[config.mk]
export PLATFORM = sky130hd
export DESIGN_NAME = fft_frame_arb
export DESIGN_NICKNAME = d
export VERILOG_FILES = /design/src/rtl/fft_frame_arb.sv
export SDC_FILE = /design/constraint.sdc
export NUM_CORES = 1
export LEC_CHECK = 0
export CAP_MARGIN = 20
export CORE_MARGIN = 5
export CORE_UTILIZATION = 54
export DETAILED_ROUTE_END_ITERATION = 12
export PLACE_DENSITY = 0.75
export SETUP_SLACK_MARGIN = 0.3
export SYNTH_ARGS = -nofsm -noshare
export SYNTH_HDL_FRONTEND = slang
export SYNTH_SLANG_ARGS = --single-unit
[constraint.sdc]
create_clock -name clk -period 3.9 [get_ports clk]
set_clock_uncertainty 0.2 [all_clocks]
set_input_delay 0.585 -clock clk [delete_from_list [all_inputs] [get_ports clk]]
set_output_delay 0.585 -clock clk [all_outputs]
set_load 0.005 [all_outputs]
[src/rtl/fft_frame_arb.sv]
// Two-channel frame buffer and round-robin launcher for a shared 16-point FFT core,
// plus a result tagger that labels each transformed frame with its source channel.
module fft_frame_arb #(
    parameter int W    = 16,
    parameter int N    = 16,
    parameter int TAGD = 4
) (
    input  logic         clk,
    input  logic         i_reset_n,
    input  logic         s0_valid,
    input  logic [W-1:0] s0_re,
    input  logic [W-1:0] s0_im,
    output logic         s0_ready,
    input  logic         s1_valid,
    input  logic [W-1:0] s1_re,
    input  logic [W-1:0] s1_im,
    output logic         s1_ready,
    output logic         fft_valid,
    output logic [W-1:0] fft_re,
    output logic [W-1:0] fft_im,
    input  logic         fft_busy,
    input  logic         fft_o_valid,
    input  logic [W-1:0] fft_o_re,
    input  logic [W-1:0] fft_o_im,
    output logic         o_valid,
    output logic [W-1:0] o_re,
    output logic [W-1:0] o_im,
    output logic         o_ch,
    output logic         o_sof,
    output logic         o_eof,
    output logic         o_tag_err
);
    localparam int LN = $clog2(N);
    localparam int LT = $clog2(TAGD);
    localparam logic [LN-1:0] LAST = LN'(N - 1);

    localparam logic [1:0] FILL  = 2'd0;
    localparam logic [1:0] FULL  = 2'd1;
    localparam logic [1:0] DRAIN = 2'd2;

    localparam logic [0:0] IDLE   = 1'b0;
    localparam logic [0:0] STREAM = 1'b1;

    logic [1:0]    bstate [2];
    logic [LN-1:0] wcnt   [2];
    logic [W-1:0]  mem_re [2][N];
    logic [W-1:0]  mem_im [2][N];
    logic [1:0]    in_valid;
    logic [W-1:0]  in_re  [2];
    logic [W-1:0]  in_im  [2];
    logic [1:0]    is_full;

    logic [0:0]    arb_state;
    logic          cur_ch;
    logic          last_grant;
    logic [LN-1:0] rcnt;
    logic          pick;
    logic          launch;
    logic          stream_last;

    logic [LT:0]   wp;
    logic [LT:0]   rp;
    logic          tag_mem [TAGD];
    logic          tag_empty;
    logic          tag_full;
    logic          tag_head;
    logic          pop;
    logic [LN-1:0] ocnt;

    assign in_valid = {s1_valid, s0_valid};
    assign in_re[0] = s0_re;
    assign in_re[1] = s1_re;
    assign in_im[0] = s0_im;
    assign in_im[1] = s1_im;

    assign s0_ready = (bstate[0] == FILL);
    assign s1_ready = (bstate[1] == FILL);
    assign is_full  = {bstate[1] == FULL, bstate[0] == FULL};

    // On a tie the channel not served last wins; otherwise the lone full one.
    assign pick        = (&is_full) ? ~last_grant : is_full[1];
    assign launch      = (arb_state == IDLE) && (|is_full) && !fft_busy && !tag_full;
    assign stream_last = (arb_state == STREAM) && (rcnt == LAST);

    always_ff @(posedge clk or negedge i_reset_n) begin
        if (!i_reset_n) begin
            for (int c = 0; c < 2; c++) begin
                bstate[c] <= FILL;
                wcnt[c]   <= '0;
            end
        end else begin
            for (int c = 0; c < 2; c++) begin
                case (bstate[c])
                    FILL: begin
                        if (in_valid[c]) begin
                            wcnt[c] <= wcnt[c] + 1'b1;
                            if (wcnt[c] == LAST)
                                bstate[c] <= FULL;
                        end
                    end
                    FULL: begin
                        if (launch && (pick == 1'(c)))
                            bstate[c] <= DRAIN;
                    end
                    DRAIN: begin
                        if (stream_last && (cur_ch == 1'(c)))
                            bstate[c] <= FILL;
                    end
                    default: bstate[c] <= FILL;
                endcase
            end
        end
    end

    always_ff @(posedge clk) begin
        for (int c = 0; c < 2; c++) begin
            if (in_valid[c] && (bstate[c] == FILL)) begin
                mem_re[c][wcnt[c]] <= in_re[c];
                mem_im[c][wcnt[c]] <= in_im[c];
            end
        end
    end

    // Once launched, a frame streams every cycle; busy is only consulted at launch.
    always_ff @(posedge clk or negedge i_reset_n) begin
        if (!i_reset_n) begin
            arb_state  <= IDLE;
            cur_ch     <= 1'b0;
            last_grant <= 1'b1;
            rcnt       <= '0;
            fft_valid  <= 1'b0;
            fft_re     <= '0;
            fft_im     <= '0;
        end else begin
            fft_valid <= (arb_state == STREAM);
            if (arb_state == STREAM) begin
                fft_re <= mem_re[cur_ch][rcnt];
                fft_im <= mem_im[cur_ch][rcnt];
            end else begin
                fft_re <= '0;
                fft_im <= '0;
            end
            case (arb_state)
                IDLE: begin
                    if (launch) begin
                        cur_ch    <= pick;
                        rcnt      <= '0;
                        arb_state <= STREAM;
                    end
                end
                STREAM: begin
                    rcnt <= rcnt + 1'b1;
                    if (rcnt == LAST) begin
                        last_grant <= cur_ch;
                        arb_state  <= IDLE;
                    end
                end
                default: arb_state <= IDLE;
            endcase
        end
    end

    assign tag_empty = (wp == rp);
    assign tag_full  = (wp[LT] != rp[LT]) && (wp[LT-1:0] == rp[LT-1:0]);
    assign tag_head  = tag_mem[rp[LT-1:0]];
    assign pop       = fft_o_valid && (ocnt == LAST) && !tag_empty;

    always_ff @(posedge clk) begin
        if (launch)
            tag_mem[wp[LT-1:0]] <= pick;
    end

    // Results with no outstanding tag still pass through, tagged as channel 0.
    always_ff @(posedge clk or negedge i_reset_n) begin
        if (!i_reset_n) begin
            wp        <= '0;
            rp        <= '0;
            ocnt      <= '0;
            o_valid   <= 1'b0;
            o_re      <= '0;
            o_im      <= '0;
            o_ch      <= 1'b0;
            o_sof     <= 1'b0;
            o_eof     <= 1'b0;
            o_tag_err <= 1'b0;
        end else begin
            if (launch)
                wp <= wp + 1'b1;
            if (pop)
                rp <= rp + 1'b1;
            o_valid <= fft_o_valid;
            o_re    <= fft_o_re;
            o_im    <= fft_o_im;
            o_ch    <= fft_o_valid && !tag_empty && tag_head;
            o_sof   <= fft_o_valid && (ocnt == '0);
            o_eof   <= fft_o_valid && (ocnt == LAST);
            if (fft_o_valid) begin
                ocnt <= ocnt + 1'b1;
                if (tag_empty)
                    o_tag_err <= 1'b1;
            end
        end
    end

endmodule

# Word level (Yosys, flattened, before mapping)
# Memories as Yosys holds them, arrays and structs flattened.
# Cells that the tools add are included.
dict set report op_classes {
  n_mux 33
  n_addsub 6
  bitwise_logic 7
  reduce_logical 33
  eq_ne 20
  order_cmp 5
}
# operator n
set op_table {}
lappend op_table {{256-bit 2-to-1 mux} 2}
lappend op_table {{16-bit binary-select mux with 4-bit select} 2}
lappend op_table {{16-bit demux with 4-bit select} 2}
lappend op_table {{16-bit 2-to-1 mux} 8}
lappend op_table {{1-bit logical AND} 18}
lappend op_table {{4-bit by 1-bit adder with 4-bit output (second input constant)} 4}
lappend op_table {{4-bit equality test (second input constant)} 4}
lappend op_table {{2-bit 2-to-1 mux} 8}
lappend op_table {{5-bit >= comparator (second input constant)} 3}
lappend op_table {{4-bit inverter with 5-bit output} 3}
lappend op_table {{2-bit case mux with 3 select lines} 2}
lappend op_table {{2-bit AND reduction} 6}
lappend op_table {{5-bit by 1-bit < comparator with 1-bit output (second input constant)} 2}
lappend op_table {{2-bit != test (second input constant)} 5}
lappend op_table {{2-bit by 1-bit != test with 1-bit output (second input constant)} 4}
lappend op_table {{4-bit case mux with 2 select lines} 1}
lappend op_table {{4-bit AND reduction} 2}
lappend op_table {{3-bit by 1-bit adder with 3-bit output (second input constant)} 2}
lappend op_table {{1-bit 2-to-1 mux} 6}
lappend op_table {{2-bit by 1-bit equality test with 1-bit output (second input constant)} 2}
lappend op_table {{2-bit equality test (second input constant)} 2}
lappend op_table {{2-bit logical NOT} 2}
lappend op_table {{4-bit logical NOT} 1}
lappend op_table {{4-bit 2-to-1 mux} 1}
lappend op_table {{7 further kinds} 12}
dict set report word_totals {
  memories 3
  ramBits 1028
  ff_bits 99
  output_inout_bits 72
  input_bits 102
  wordCells 128
}
# memory words width read_ports rd_clocked_by_memory_dff wr line_no
set memory_table {}
lappend memory_table {mem_im 2 256 1 0 2 47} ;# logic [W-1:0] mem_im [2][N];
lappend memory_table {mem_re 2 256 1 0 2 46} ;# logic [W-1:0] mem_re [2][N];
lappend memory_table {tag_mem 4 1 1 0 1 63} ;# logic tag_mem [TAGD];

# Depth between registers and ports, before layout
# Gate-level depths: netlist of the first run.
dict set report depth {
  ltp_word 8
  mapped_depth 9
  mapped_depth_nobuf 5
}

# Least setup slack after synthesis of the first run
# Ideal clock, no wire load.
dict set report synth_timing {
  path_type {input to register}
  startpoint {input s0_valid}
  endpoint {memory mem_im[0][128] (netlist bit), enable pin}
  t_required_ps 3232
  path_stages 3
  setup_ps 468
  slack_ps -412
  t_arrival_ps 3644
  n_path_buf 0
  cell_sequence {nor3b_1 -> nand2_1 -> nor3b_1}
}
# element line_no
set synth_rtl {}
lappend synth_rtl {{start: declaration} 10} ;# input logic s0_valid,
lappend synth_rtl {{end: declaration} 47}

# Final worst setup path of the first run
dict set report layout_timing {
  startpoint {register rcnt[0]}
  endpoint {register fft_im[9]}
}
dict set report layout_via {
  elab_chain_cells 5
}
# element line_no
set layout_lines {}
lappend layout_lines {{start: declaration} 56} ;# logic [LN-1:0] rcnt;
lappend layout_lines {{start signal: assignment} 152} ;# rcnt <= rcnt + 1'b1;
lappend layout_lines {{4-bit inverter with 5-bit output (implied by the code)} 138} ;# fft_im <= mem_im[cur_ch][rcnt];
lappend layout_lines {{16-bit binary-select mux with 4-bit select} 138}
lappend layout_lines {{16-bit 2-to-1 mux (implied by the code) (2 in a row)} 138}
lappend layout_lines {{16-bit 2-to-1 mux} 136} ;# if (arb_state == STREAM) begin
lappend layout_lines {{end signal: assignment} 138}
lappend layout_lines {{end: declaration} 20} ;# output logic [W-1:0] fft_im,
# No other way between the ends. The select of a mux whose other input is x is not followed.
# A chain may end at the register's enable or synchronous reset.

==> results by group, run 1 <==
Synth
  – Cell accounting for the most synthesized area: edfxtp_1
  – Synthesized instance count: 1921
  – Top-count cell post-synth: edfxtp_1
  – Post-synth EDFFs: 1028
  – Async SR Flop Fraction: 8.78%
  – Synth Flop Type: edfxtp_1
  – Syn nets: 2039
  – #FFs+latches synth: 1127
  – Number of synthesis warnings: 0
  – Top post-synthesis cells by area: edfxtp_1, mux4_2, dfrtp_1, mux2_2, mux2i_1
  – Unique masters post-synth: 49
  – Commonest cells in the netlist: edfxtp_1, mux4_2, dfrtp_1
  – Register area share after synthesis: 77.9%
  – Mapped cell area: 0.0428 mm²
  – Average size of a mapped cell: 22.3 µm²
  – Share of the synthesized area in the top cell type: 72.1%

Die
  – Core Region: 0.0787 mm²
  – Initial Util: 54.4%
  – Die Wd: 292 µm
  – # IOs: 174
  – Die area: 0.0850 mm²
  – Row cnt: 103
  – Die Ht: 292 µm

Critical path
  – Startpoint types: register
  – CP max-delay cell: dfrtp_4
  – Crit-path max FO: 42
  – Critical-path cell list: buf_12, mux4_2, mux2_2, o221ai_1, a31oi_1
  – Critical Path RT: 4.17 ns
  – Worst setup EP type: register
  – CP Class: reg -> reg
  – Delay of the slowest critical-path stage: 0.82 ns
  – Worst Path Arrival: 3.26 ns

Power and ir drop
  – Part of the power in the clock network: 29.5%
  – Switching part of the total power: 29.9%
  – Leak pwr: 16.1 nW
  – Reg power frac: 43.3%
  – Logic pwr share: 27.2%
  – Power Density: 692 mW/mm²
  – NetSw: 10.3 mW
  – P_int: 24.2 mW
  – Max VDD drop: 662 µV

Timing
  – Peak Freq: 334 MHz
  – RSZ-0062 raised after global routing: no
  – Period utilization: 76.7%
  – Relative slew slack: 34.8%
  – Worst Max-Slew Pin Slew: 0.978 ns
  – Final hold violations: 0
  – Final setup fails: 0
  – Min cycle time layout: 2.99 ns
  – Fin Setup TNS: 0 ns
  – Max Slew Vio Count: 0

Routing
  – Via count: 21392
  – Initial DRC Count: 2877
  – WL per Instance: 32.1 µm
  – First-pass DRT Iterations: 5
  – DRT antenna net count: 0
  – Routed Wire Length: 107000 µm
  – Via-per-instance ratio: 6.42
  – DRC viols: 0

Finish
  – FF+latch area: 0.0334 mm²
  – Fillers: 5029
  – Final core occ: 63.3%
  – Syn-to-layout area delta: 16.5%
  – Layout cells sized above 1: 26.6%
  – Post-route cell area: 0.0499 mm²
  – Multi-input gate area: 0.00897 mm²
  – Nets@finish: 2302

CTS
  – Clock latency on the worst-skew pair: 0.68 ns
  – Clock sink total: 1127
  – Hold-fix buffers, CTS: 1
  – Total CTS buffers: 108
  – Resized cells post-CTS: 0
  – CTS H-tree depth: 3
  – Clk buf depth: 3
  – CTS Root Cell: clkbuf_16
  – Post-CTS setup buffer count: 0
  – Reg clk slew, reported paths: 0.06 ns
  – CTS tree: built

Place
  – Post-DP Area: 0.0464 mm²
  – Final HPWL DP: 61100 µm
  – Number of port buffers: 173
  – GP Congestion: 0.819

GRT
  – Largest net degree at the start of global routing: 100
  – All-Layer GR Usage: 25.1%
  – First-pass GRT wire length: 155000 µm
  – Initial antenna violation count: 4
  – Gr ovfl total: 0
  – Vias in the first global route: 22223

Run status
  – Status: finished, final reports clean

Hold path
  – Min-Delay Path Class: in -> reg

Job
  – Max-cap viol count: 0
state kept, by name (all words and copies together) (netlist names), 3 cells and up:
name     count
mem_re     512
rcnt         4
tag_mem      4
ocnt         4
o_im        16
bstate       4
rp           3
fft_im      16
wcnt         8
mem_im     512
wp           3
fft_re      16
o_re        16
metal layers:
layer  track usage (%)  wire (µm)
met1              33.7      38600
met2              41.3      53200
met5                 0         13
met4              8.14       3360
met3              6.10      11900
final cells by class:
class                      count  area share [%]
clock buffer                 151            6.05
tap                         1050            2.63
sequential                  1127            66.9
clock inverter                52           0.949
inverter                      11          0.0853
multi-input combinational    674            18.0
timing repair buffer         262            5.37
antenna                        3          0.0151
cell usage in the layout (no fill, tap or decap), types with 4 or more instances in the layout:
| cell type | instances |
|---|---|
| mux2i_1 | 64 |
| clkdlybuf4s50_1 | 172 |
| o2111ai_1 | 8 |
| o21ai_0 | 9 |
| buf_12 | 22 |
| a22oi_1 | 32 |
| clkbuf_8 | 11 |
| o21ai_1 | 24 |
| and2_1 | 6 |
| a221oi_2 | 22 |
| clkbuf_16 | 110 |
| nor2_1 | 7 |
| nor2b_1 | 4 |
| mux4_2 | 225 |
| bufinv_16 | 5 |
| nand2b_1 | 9 |
| mux2_2 | 66 |
| clkinv_1 | 16 |
| a31oi_1 | 32 |
| dfrtp_1 | 92 |
| buf_4 | 67 |
| edfxtp_1 | 1028 |
| inv_1 | 10 |
| nand2_1 | 36 |
| ha_1 | 16 |
| o221ai_1 | 32 |
| clkinv_2 | 22 |
| clkbuf_1 | 30 |
| xor2_1 | 5 |
| nor3_4 | 5 |
| nor2_4 | 14 |
| xnor2_1 | 14 |
| and2_2 | 9 |
worst max-delay path, delay by kind of cell, from the launching register on:
family,cells,cell delay (ns)
flops,1,0.82
compound gates,2,0.39
buf+inv,1,0.38
mux,2,0.91
final timing paths:
kind | start | endpoint | slack, ns | cells after the start
worst max register to register | rcnt[0] | fft_im[9] | 0.91 | 5
worst min-delay path | fft_o_re[7] | o_re[7] | 0.15 | 1
worst min register to register | o_tag_err | o_tag_err | 0.27 | 1
min in group asynchronous | i_reset_n | ocnt[2] | 0.34 | 3
worst max-delay path | rcnt[0] | fft_im[9] | 0.91 | 5
max in group asynchronous | i_reset_n | fft_im[9] | 2.64 | 3
power by group through the flow:
| stage | Sequential (mW) | Combinational (mW) | Clock [mW] |
|---|---|---|---|
| 6_report | 14.9 | 9.40 | 10.2 |
| 5_1_grt | 15.0 | 9.93 | 10.8 |
| 4_1_cts | 14.9 | 9.42 | 10.3 |
| 3_5_place_dp | 15.2 | 9.30 | 0 |
| 3_3_place_gp | 15.1 | 9.13 | 0 |
| 2_1_floorplan | 14.6 | 6.46 | 0 |
logic make-up after synthesis:
| kind of cell | count (synthesis) | synth area share (%) |
|---|---|---|
| flops | 1127 | 77.9 |
| mux | 355 | 15.1 |
| compound gates | 174 | 3.27 |
| xor+xnor | 19 | 0.389 |
| buf+inv | 120 | 1.59 |
| fa+ha+maj | 16 | 0.468 |
| simple gates | 110 | 1.29 |
stage by stage:
step	total power [mW]	setup slack (ns)	hold WS, ns	std cells
finish	34.5	0.910	0.147	3330
global route	35.8	0.758	0.128	3330
CTS	34.7	0.911	0.107	3327
detailed placement	24.5	0.475	0.259	3123
global placement	24.3	0.483	0.256	3123
floorplan	21.1	0.643	0.0894	1921
(Power assumes the default switching activity.)
==> run 2, diff against run 1 <==
==> constraint.sdc (replaced) <==
create_clock -name clk -period 2.68 [get_ports clk]
set_clock_uncertainty 0.2 [all_clocks]
set_input_delay 0.402 -clock clk [delete_from_list [all_inputs] [get_ports clk]]
set_output_delay 0.402 -clock clk [all_outputs]
set_load 0.005 [all_outputs]
==> results by group, run 2 (same netlist as run 1, synthesis figures left out) <==
Run status
  – Status: finished, final reports clean

Place
  – Number of port buffers: 173
  – Post-Place Worst Slack: 0.0114 ns
  – Final HPWL DP: 65400 µm
  – GP Congestion: 0.840

CTS
  – CTS tree: built
  – Clk buf depth: 3
  – CTS H-tree depth: 3
  – CTS Root Cell: clkbuf_16
  – Clock latency on the worst-skew pair: 0.68 ns
  – Clock sink total: 1127
  – Total CTS buffers: 108
  – Reg clk slew, reported paths: 0.07 ns

Routing
  – First-pass DRT Iterations: 6
  – Initial DRC Count: 3149
  – DRC viols: 0
  – Via count: 22759
  – WL per Instance: 33.5 µm
  – Via-per-instance ratio: 6.48
  – DRT antenna net count: 0
  – Routed Wire Length: 118000 µm

Die
  – Die Wd: 292 µm
  – Core Region: 0.0787 mm²
  – Row cnt: 103
  – Initial Util: 54.4%
  – # IOs: 174
  – Die area: 0.0850 mm²
  – Die Ht: 292 µm

Critical path
  – Delay of the slowest critical-path stage: 0.49 ns
  – Critical Path RT: 3.00 ns
  – CP max-delay cell: dfrtp_4
  – CP dominant cell by count: buf_12
  – Worst Path Arrival: 2.76 ns
  – Critical-path cell list: buf_12, buf_12, buf_16, buf_6, mux4_2, mux2_2, o221ai_2, a31oi_1
  – Startpoint types: register
  – CP Class: reg -> reg
  – Crit-path max FO: 6
  – Crit path max-delay family: multiplexers
  – Worst path bufs/invs: 4
  – Worst setup EP type: register

Finish
  – Commonest cells after routing, fill and taps aside: edfxtp_1, mux4_2, clkdlybuf4s50_1
  – Nets@finish: 2483
  – Syn-to-layout area delta: 23.0%
  – Commonest non-fill, non-tap cell in the layout: edfxtp_1
  – Layout cells sized above 1: 32.0%

Timing
  – Final hold violations: 0
  – Min cycle time layout: 2.44 ns
  – Max Slew Vio Count: 0
  – Peak Freq: 411 MHz
  – Final setup fails: 0
  – RSZ-0062 raised after global routing: yes
  – Final setup margin: 0.245 ns
  – Relative slew slack: 36.8%
  – Period utilization: 90.9%
  – Fin Setup TNS: 0 ns
  – Worst Max-Slew Pin Slew: 0.944 ns

GRT
  – Gr ovfl total: 0
  – First-pass GRT wire length: 167000 µm
  – Largest net degree at the start of global routing: 63
  – All-Layer GR Usage: 27.1%
  – Initial antenna violation count: 2
  – Vias in the first global route: 23392

Power and ir drop
  – Max VDD drop: 681 µV
  – Leak pwr: 17.4 nW
  – Power Density: 1040 mW/mm²

Hold path
  – Min-Delay Path Class: in -> reg

Job
  – Max-cap viol count: 0
## run 2: cell count changes in the layout (fill, tap and decap cells not counted), moves of 11 or more
| cell | delta |
|---|---|
| buf_4 | +68 |
| o221ai_2 | +15 |
| dlygate4sd3_1 | +29 |
| buf_16 | +13 |
| buf_6 | +11 |
| o221ai_1 | -16 |
| buf_12 | +54 |
## run 2: timing repair
item	4_1_cts	5_1_grt
pin swaps	1	3
gates resized for setup	18	48
buffers inserted	22	53
cloned	6	4
hold endpoints to repair	63	0
hold buffers	30	0
setup endpoints to repair	31	28
## run 2: worst paths after layout
path | start | end | slack [ns] | cells past startpoint
hold reg to reg | last_grant | last_grant | 0.28 | 2
setup reg to reg | rcnt[0] | fft_re[6] | 0.24 | 8
max in group asynchronous | i_reset_n | fft_im[10] | 1.44 | 3
setup / recovery | rcnt[0] | fft_re[6] | 0.24 | 8
min in group asynchronous | i_reset_n | o_im[7] | 0.07 | 2
hold / removal | fft_o_re[1] | o_re[1] | 0.03 | 1
## run 2: cell type report
type / instances / area [µm²]
fillers: 4676 / 26100
flip-flops and latches: 1127 / 33400
well taps: 1050 / 1310
clock buffers: 143 / 2880
clock inverters: 61 / 689
inverters: 11 / 42.5
repair buffers: 443 / 5170
diodes: 2 / 5.00
multi-input cells: 674 / 9190
## run 2: layer usage
metal	up-vias	global-route usage, %	wire length (µm)
li1	8956	-	-
met1	11708	36.4	40300
met2	1806	43.9	58000
met3	287	6.53	14800
met4	2	10.5	4530
met5	-	0	13
## run 2: report_power, final
| group | switching, mW | total (mW) | internal [mW] |
|---|---|---|---|
| Combinational | 9.34 | 18.0 | 8.66 |
| Sequential | 0.742 | 21.3 | 20.6 |
| Clock | 6.66 | 15.3 | 8.62 |
## run 2: stage by stage
stage / std cells / utilization (%) / hold WS (ns) / instance area [µm²] / power (mW)
floorplan: 1921 / - / -0.0936 / 42900 / 30.8
global placement: 3190 / 60.4 / 0.219 / 47500 / 36.4
detailed placement: 3190 / 60.4 / 0.227 / 47500 / 36.8
CTS: 3452 / 65.9 / 0.0151 / 51900 / 53.1
global route: 3510 / 66.9 / 0.0182 / 52600 / 56.3
finish: 3511 / 66.9 / 0.0304 / 52700 / 54.6
